--- config.mk ---
export PLATFORM = sky130hd
export DESIGN_NAME = button_interface_flat
export DESIGN_NICKNAME = d
export VERILOG_FILES = /design/src/rtl/button_interface_if.sv /design/src/rtl/button_interface.sv /design/src/flat_wrapper.sv
export SDC_FILE = /design/constraint.sdc
export NUM_CORES = 1
export LEC_CHECK = 0
export CORE_MARGIN = 2
export CORE_UTILIZATION = 45
export DETAILED_ROUTE_END_ITERATION = 10
export PLACE_DENSITY_LB_ADDON = 0.25
export SLEW_MARGIN = 20
export SYNTH_ARGS = -nofsm -noshare
export SYNTH_HDL_FRONTEND = slang
export SYNTH_SLANG_ARGS = --single-unit
--- constraint.sdc ---
create_clock -name clk -period 5.4 [get_ports clk]
set_input_delay 0.54 -clock clk [delete_from_list [all_inputs] [get_ports clk]]
set_output_delay 0.54 -clock clk [all_outputs]
set_load 0.05 [all_outputs]
--- src/rtl/button_interface_if.sv ---
// Decoder-side bus for the button window: clear-strobe/write-data in, register image out.
interface button_interface_if;
    logic        clear_we;
    logic [31:0] clear_data;
    logic [31:0] read_data;

    modport master (
        output clear_we,
        output clear_data,
        input  read_data
    );

    modport slave (
        input  clear_we,
        input  clear_data,
        output read_data
    );
endinterface

--- src/rtl/button_interface.sv ---
// Push-button peripheral: two-flop synchroniser, per-button debounce counter,
// sticky press flags cleared by write-one, combinational register image.
module button_interface #(
    parameter int N_BUTTONS       = 4,
    parameter int DEBOUNCE_CYCLES = 500000
) (
    input  logic                 clk,
    input  logic                 rst,
    input  logic [N_BUTTONS-1:0] buttons_in,
    button_interface_if.slave    bus
);

    localparam int CNT_W = $clog2(DEBOUNCE_CYCLES);
    localparam logic [CNT_W-1:0] CNT_LAST = CNT_W'(DEBOUNCE_CYCLES - 1);

    logic [N_BUTTONS-1:0] sync1;
    logic [N_BUTTONS-1:0] sync2;
    logic [N_BUTTONS-1:0] stable;
    logic [N_BUTTONS-1:0] pressed;
    logic [CNT_W-1:0]     cnt [N_BUTTONS];

    logic [N_BUTTONS-1:0] stable_nxt;
    logic [N_BUTTONS-1:0] pressed_nxt;
    logic [N_BUTTONS-1:0] rise;
    logic [N_BUTTONS-1:0] clear_mask;
    logic [CNT_W-1:0]     cnt_nxt [N_BUTTONS];

    // Only bits 16+i of the write data carry meaning; the rest are ignored.
    logic                 unused_clear_data;
    assign unused_clear_data = ^bus.clear_data;

    always_comb begin
        stable_nxt = stable;
        for (int i = 0; i < N_BUTTONS; i++) begin
            cnt_nxt[i] = '0;
            if (sync2[i] != stable[i]) begin
                if (cnt[i] == CNT_LAST) begin
                    stable_nxt[i] = sync2[i];
                end else begin
                    cnt_nxt[i] = cnt[i] + CNT_W'(1);
                end
            end
        end
    end

    // A rising stable edge on the same cycle as a clear keeps the flag set.
    always_comb begin
        rise        = stable_nxt & ~stable;
        clear_mask  = bus.clear_we ? bus.clear_data[16 +: N_BUTTONS] : '0;
        pressed_nxt = (pressed & ~clear_mask) | rise;
    end

    always_ff @(posedge clk or negedge rst) begin
        if (!rst) begin
            sync1   <= '0;
            sync2   <= '0;
            stable  <= '0;
            pressed <= '0;
            for (int i = 0; i < N_BUTTONS; i++) begin
                cnt[i] <= '0;
            end
        end else begin
            sync1   <= buttons_in;
            sync2   <= sync1;
            stable  <= stable_nxt;
            pressed <= pressed_nxt;
            for (int i = 0; i < N_BUTTONS; i++) begin
                cnt[i] <= cnt_nxt[i];
            end
        end
    end

    always_comb begin
        bus.read_data                   = '0;
        bus.read_data[N_BUTTONS-1:0]    = stable;
        bus.read_data[16 +: N_BUTTONS]  = pressed;
    end

endmodule
--- src/flat_wrapper.sv ---
// flat-port wrapper written by rule: the top's interface ports become plain ports
module button_interface_flat 
#(
    parameter int N_BUTTONS       = 4,
    parameter int DEBOUNCE_CYCLES = 500000
)
  (clk, rst, buttons_in, bus_clear_we, bus_clear_data, bus_read_data);
  button_interface_if bus_i ();
  input  logic clk;
  input  logic rst;
  input  logic [N_BUTTONS-1:0] buttons_in;
  input wire logic [$bits(bus_i.clear_we)-1:0] bus_clear_we;
  input wire logic [$bits(bus_i.clear_data)-1:0] bus_clear_data;
  output wire logic [$bits(bus_i.read_data)-1:0] bus_read_data;
  assign bus_i.clear_we = bus_clear_we;
  assign bus_i.clear_data = bus_clear_data;
  assign bus_read_data = bus_i.read_data;
  button_interface #(.N_BUTTONS(N_BUTTONS), .DEBOUNCE_CYCLES(DEBOUNCE_CYCLES)) u_core (.clk(clk), .rst(rst), .buttons_in(buttons_in), .bus(bus_i));
endmodule
After elaboration in Yosys (flattened, before gate mapping)
Cells that the tools add are included.

Word-level logic and storage cells: 42. Flip-flop bits (word level): 92. Output and inout port bits: 32.

$add $sub $neg: 4. Bitwise operators: 5. Mux-type cells: 17. Equality and inequality tests: 8.

Operators with widths (number): 19-bit 2-to-1 mux (8); 19-bit by 1-bit adder with 19-bit output, second input constant (4); 19-bit equality test, second input constant (4); 4-bit bitwise AND (2); 1-bit 2-to-1 mux (8); 4-bit inverter (2); 4-bit 2-to-1 mux (1); 1-bit != test (4); 4-bit OR (1).

Depth between registers and ports, before layout
Word-level depth: 5. Depth in mapped cells: 6. Mapped depth without buffers: 5.

Worst setup path after synthesis
Ideal clock, no wire load.

Path type: reg2reg. Start: reg u_core.cnt[12] in the netlist's numbering. End: reg u_core.cnt[10] in the netlist's numbering. Setup slack: 3.409 ns. Arrival: 1.872 ns. Stages on the path, launching flop included: 6. Cell sequence: dfrtp_1 > or4_1 > or3_4 > o31ai_4 > buf_6 > nor2_1.

RTL lines: start, declared (RTL line button_interface.sv:20) `logic [CNT_W-1:0] cnt [N_BUTTONS];`; start signal, assigned by index (RTL line button_interface.sv:68) `cnt[i] <= cnt_nxt[i];`.

==> report_table.html <==
<table>
<tr><th>Metric</th><th>Value</th></tr>
<tr><th colspan="2">Route</th></tr>
<tr><td>Total via count after detailed routing</td><td>3,244</td></tr>
<tr><td>DRT Wirelength</td><td>8140 um</td></tr>
<tr><td>Detail-routed via count per cell</td><td>5.21</td></tr>
<tr><td>Routed length per instance</td><td>13.1 um</td></tr>
<tr><td>DRC marker count from the first detailed-route iteration</td><td>147</td></tr>
<tr><td>Drt drc</td><td>0</td></tr>
<tr><td>Number of search-and-repair iterations in the first detailed-routing pass</td><td>4</td></tr>
<tr><td>Number of nets with antenna violations after detailed routing</td><td>0</td></tr>
<tr><th colspan="2">Yosys</th></tr>
<tr><td>FF+latch count, synth</td><td>92</td></tr>
<tr><td>Main flop type after synthesis</td><td>sky130_fd_sc_hd__dfrtp_1</td></tr>
<tr><td>Count of flip-flops with a built-in enable after synthesis</td><td>0</td></tr>
<tr><td>Synth cell types</td><td>39</td></tr>
<tr><td>Area share of the largest cell type after synthesis</td><td>0.504</td></tr>
<tr><td>Share of synthesized area occupied by flip-flops and latches</td><td>0.504</td></tr>
<tr><td>Post-synthesis cell count</td><td>462</td></tr>
<tr><td>Post-synthesis xor/xnor area fraction</td><td>0.111</td></tr>
<tr><td>Adder and majority cell fraction of the synthesized area</td><td>0.0110</td></tr>
<tr><td>Mean area per synthesized cell</td><td>9.88 um2</td></tr>
<tr><td>Async set-reset flop share out of synthesis</td><td>1.00</td></tr>
<tr><td>Cell type contributing the most total cell area after synthesis</td><td>sky130_fd_sc_hd__dfrtp_1</td></tr>
<tr><td>Most common cell in the netlist</td><td>sky130_fd_sc_hd__dfrtp_1</td></tr>
<tr><td>Fraction of the mapped netlist area in simple logic gates</td><td>0.239</td></tr>
<tr><td>Fraction of the mapped netlist area in compound gates</td><td>0.0581</td></tr>
<tr><td>Portion of netlist area occupied by mux cells</td><td>0.00987</td></tr>
<tr><td>Commonest cells in the netlist</td><td>sky130_fd_sc_hd__dfrtp_1 (92), sky130_fd_sc_hd__nor2_1 (77), sky130_fd_sc_hd__xnor2_1 (48)</td></tr>
<tr><td>Main combinational cell family by area after synthesis</td><td>simple AND/OR/NAND/NOR gates</td></tr>
<tr><td>Mapped cell area</td><td>4570 um2</td></tr>
<tr><td>Top post-synthesis cells by area</td><td>sky130_fd_sc_hd__dfrtp_1 (50%), sky130_fd_sc_hd__xnor2_1 (9.2%), sky130_fd_sc_hd__nor2_1 (6.3%)</td></tr>
<tr><td>Yosys warning count</td><td>0</td></tr>
<tr><th colspan="2">Clock network</th></tr>
<tr><td>Clock tree from TritonCTS</td><td>yes</td></tr>
<tr><td>Clock buffers created by TritonCTS</td><td>9</td></tr>
<tr><td>Cell chosen for the clock root</td><td>sky130_fd_sc_hd__clkbuf_8</td></tr>
<tr><td>Worst-skew pair later-pin latency</td><td>360 ps</td></tr>
<tr><td>CTS Buffer Depth</td><td>2</td></tr>
<tr><td>Number of buffers added for setup after CTS</td><td>0</td></tr>
<tr><td>Number of gates given a new drive strength after cts</td><td>0</td></tr>
<tr><td>Clk pin slew, worst setup/hold paths</td><td>100 ps</td></tr>
<tr><td>CTS Sinks</td><td>92</td></tr>
<tr><td>Maximum level of the CTS H-tree</td><td>3</td></tr>
<tr><td>Count of hold-fix buffers inserted at cts</td><td>0</td></tr>
<tr><th colspan="2">Floorplanning</th></tr>
<tr><td>Die height</td><td>105 um</td></tr>
<tr><td>Standard-cell rows</td><td>36</td></tr>
<tr><td>Io pins</td><td>71</td></tr>
<tr><td>Die footprint</td><td>11,000 um2</td></tr>
<tr><td>Core ar.</td><td>9820 um2</td></tr>
<tr><td>Die width</td><td>105 um</td></tr>
<tr><td>Effective utilization at floorplan</td><td>0.465</td></tr>
<tr><th colspan="2">Pwr</th></tr>
<tr><td>Net switching fraction of the power</td><td>0.273</td></tr>
<tr><td>Clock network fraction of design power</td><td>0.349</td></tr>
<tr><td>Internal power contribution</td><td>0.000885 W</td></tr>
<tr><td>Lkg Pwr</td><td>1.94 nW</td></tr>
<tr><td>Power dissipated by switching net loads</td><td>0.000332 W</td></tr>
<tr><td>Combinational share of power</td><td>0.070</td></tr>
<tr><td>Ratio of total power to cell area</td><td>245 nW/um2</td></tr>
<tr><td>Worst-case vdd ir drop</td><td>0.000124 V</td></tr>
<tr><td>Seq pwr share</td><td>0.581</td></tr>
<tr><th colspan="2">Outcome</th></tr>
<tr><td>Outcome</td><td>finished clean</td></tr>
<tr><th colspan="2">Worst setup path</th></tr>
<tr><td>Setup slack of the worst register-to-register path</td><td>3020 ps</td></tr>
<tr><td>FF-to-FF path depth</td><td>4</td></tr>
<tr><td>Startpoint types</td><td>flip-flop</td></tr>
<tr><td>Category of the most critical setup path</td><td>reg -&gt; reg</td></tr>
<tr><td>Worst flop-to-flop path startpoint</td><td>u_core.cnt[19]$_DFF_PN0_</td></tr>
<tr><td>Nature of the critical path endpoint</td><td>flip-flop</td></tr>
<tr><td>Critical Path AT</td><td>2580 ps</td></tr>
<tr><td>Terminus of the critical flop-to-flop path</td><td>u_core.cnt[34]$_DFF_PN0_</td></tr>
<tr><td>Critical path data required time</td><td>5600 ps</td></tr>
<tr><td>CP max FO</td><td>19</td></tr>
<tr><th colspan="2">Global route</th></tr>
<tr><td>Global-route wire length before repair</td><td>14,300 um</td></tr>
<tr><td>Maximum number of pins on one net before global-route repair</td><td>61</td></tr>
<tr><td>Overall routing resource usage</td><td>0.158</td></tr>
<tr><td>Initial antenna violation count</td><td>0</td></tr>
<tr><td>Number of global-route vias before repair</td><td>3,124</td></tr>
<tr><td>Total overflow reported by the global router</td><td>0</td></tr>
<tr><th colspan="2">Min path</th></tr>
<tr><td>Worst hold-check path type</td><td>in -&gt; async</td></tr>
<tr><th colspan="2">Timing</th></tr>
<tr><td>Aggregate negative setup slack</td><td>0 ps</td></tr>
<tr><td>FMAX</td><td>420 MHz</td></tr>
<tr><td>Worst-Margin Slew</td><td>1020 ps</td></tr>
<tr><td>Max-slew violations</td><td>0</td></tr>
<tr><td>Setup repair after global routing missed its margin</td><td>no</td></tr>
<tr><td>Final hold violation count</td><td>0</td></tr>
<tr><td>Worst hold-check slack</td><td>105 ps</td></tr>
<tr><td>Setup clock skew after layout</td><td>10.4 ps</td></tr>
<tr><td>Period utilisation layout</td><td>0.441</td></tr>
<tr><td>Min Clock Period, post-route</td><td>2380 ps</td></tr>
<tr><td>Max-Slew Margin vs Limit</td><td>0.317</td></tr>
<tr><td>Setup violations, final</td><td>0</td></tr>
<tr><th colspan="2">Place</th></tr>
<tr><td>Total half-perimeter wirelength after legalization and detailed placement</td><td>5540 um</td></tr>
<tr><td>Number of buffers inserted by port buffering</td><td>18</td></tr>
<tr><td>Number of cells after detailed placement</td><td>608</td></tr>
<tr><td>Final weighted congestion in routability-driven placement</td><td>0.812</td></tr>
<tr><th colspan="2">Layout</th></tr>
<tr><td>Number of fillers in the final layout</td><td>959</td></tr>
<tr><td>Growth of design area from synthesis to finish</td><td>8.91%</td></tr>
<tr><td>Post-Layout Cell Count</td><td>623</td></tr>
<tr><td>Number of nets in the finished design</td><td>529</td></tr>
<tr><td>Fraction of final layout cells sized beyond drive strength 1</td><td>0.0735</td></tr>
<tr><td>Antenna cells</td><td>0</td></tr>
<tr><th colspan="2">Job</th></tr>
<tr><td>Max-cap violations</td><td>0</td></tr>
</table>
[layout make-up]
type | instances | area [um2] | area share
flip-flops and latches | 92 | 2300 | 0.463
multi-input cells | 340 | 2050 | 0.412
repair buffers | 20 | 193 | 0.0388
well taps | 133 | 166 | 0.0335
clock buffers | 9 | 124 | 0.0249
inverters | 23 | 86.3 | 0.0174
clock inverters | 6 | 50.0 | 0.0101
[cell usage in the layout, fill, tap and decap left out, drive strengths merged, types with 14 or more instances in the layout]
cell / n
nor2: 77
dfrtp: 92
a21oi: 14
nand4: 20
nor4: 19
xnor2: 48
clkdlybuf4s50: 17
nor3: 17
nand2: 22
conb: 24
nand3: 28
inv: 25
[power groups by stage]
stage	clock network, W	logic (W)	registers [W]
after global routing	0.000471	0.0000941	0.000710
after floorplan	0	0.0000731	0.000720
after detailed placement	0	0.0000866	0.000722
final	0.000425	0.0000848	0.000708
after CTS	0.000441	0.0000867	0.000708
after global placement	0	0.0000858	0.000721
[logic make-up (layout without fill, tap and decap cells)]
| logic type | count (synthesis) | in the layout |
|---|---|---|
| buf+inv | 53 | 58 |
| flops | 92 | 92 |
| xor+xnor | 58 | 58 |
| simple gates | 216 | 216 |
| mux | 4 | 4 |
| compound gates | 34 | 34 |
| other cells | 1 | 24 |
| fa+ha+maj | 4 | 4 |
[sequential cells by signal, indices dropped and copies added (netlist names)]
signal	cells
u_core.sync1	4
u_core.sync2	4
u_core.pressed	4
u_core.cnt	76
u_core.stable	4
[routing by layer]
| metal | global-route usage | share of wire |
|---|---|---|
| met1 | 0.218 | 0.50 |
| met2 | 0.242 | 0.44 |
| met3 | 0.0312 | 0.038 |
| met4 | 0.0714 | 0.021 |
| met5 | 0 | 0 |
[worst max-delay path by stage]
stage	start	end	depth (start not counted)
after floorplan	u_core.cnt[12]$_DFF_PN0_	u_core.cnt[10]$_DFF_PN0_	5
after global placement	u_core.cnt[19]$_DFF_PN0_	u_core.cnt[24]$_DFF_PN0_	4
after detailed placement	u_core.cnt[19]$_DFF_PN0_	u_core.cnt[22]$_DFF_PN0_	4
after CTS	u_core.cnt[19]$_DFF_PN0_	u_core.cnt[26]$_DFF_PN0_	4
after global routing	u_core.cnt[38]$_DFF_PN0_	u_core.cnt[42]$_DFF_PN0_	4
final	u_core.cnt[19]$_DFF_PN0_	u_core.cnt[34]$_DFF_PN0_	4
[critical path, cell delays in order, from the launching register on]
cell and delay, ps:
sky130_fd_sc_hd__dfrtp_1 410, sky130_fd_sc_hd__ha_1 230, sky130_fd_sc_hd__nand4_1 430, sky130_fd_sc_hd__o41ai_4 1040, sky130_fd_sc_hd__a21oi_1 110
[per-stage QoR]
step / instance area (um2) / utilization / worst slack, ps / total power (W)
2_1_floorplan: 4650 / - / 3410 / 0.000793
3_3_place_gp: 4800 / 0.489 / 3060 / 0.000807
3_5_place_dp: 4800 / 0.489 / 3020 / 0.000808
4_1_cts: 4970 / 0.506 / 3000 / 0.00124
5_1_grt: 4970 / 0.506 / 2810 / 0.00128
6_report: 4970 / 0.506 / 3020 / 0.00122
Note: power is estimated with default switching activity, not from simulation.
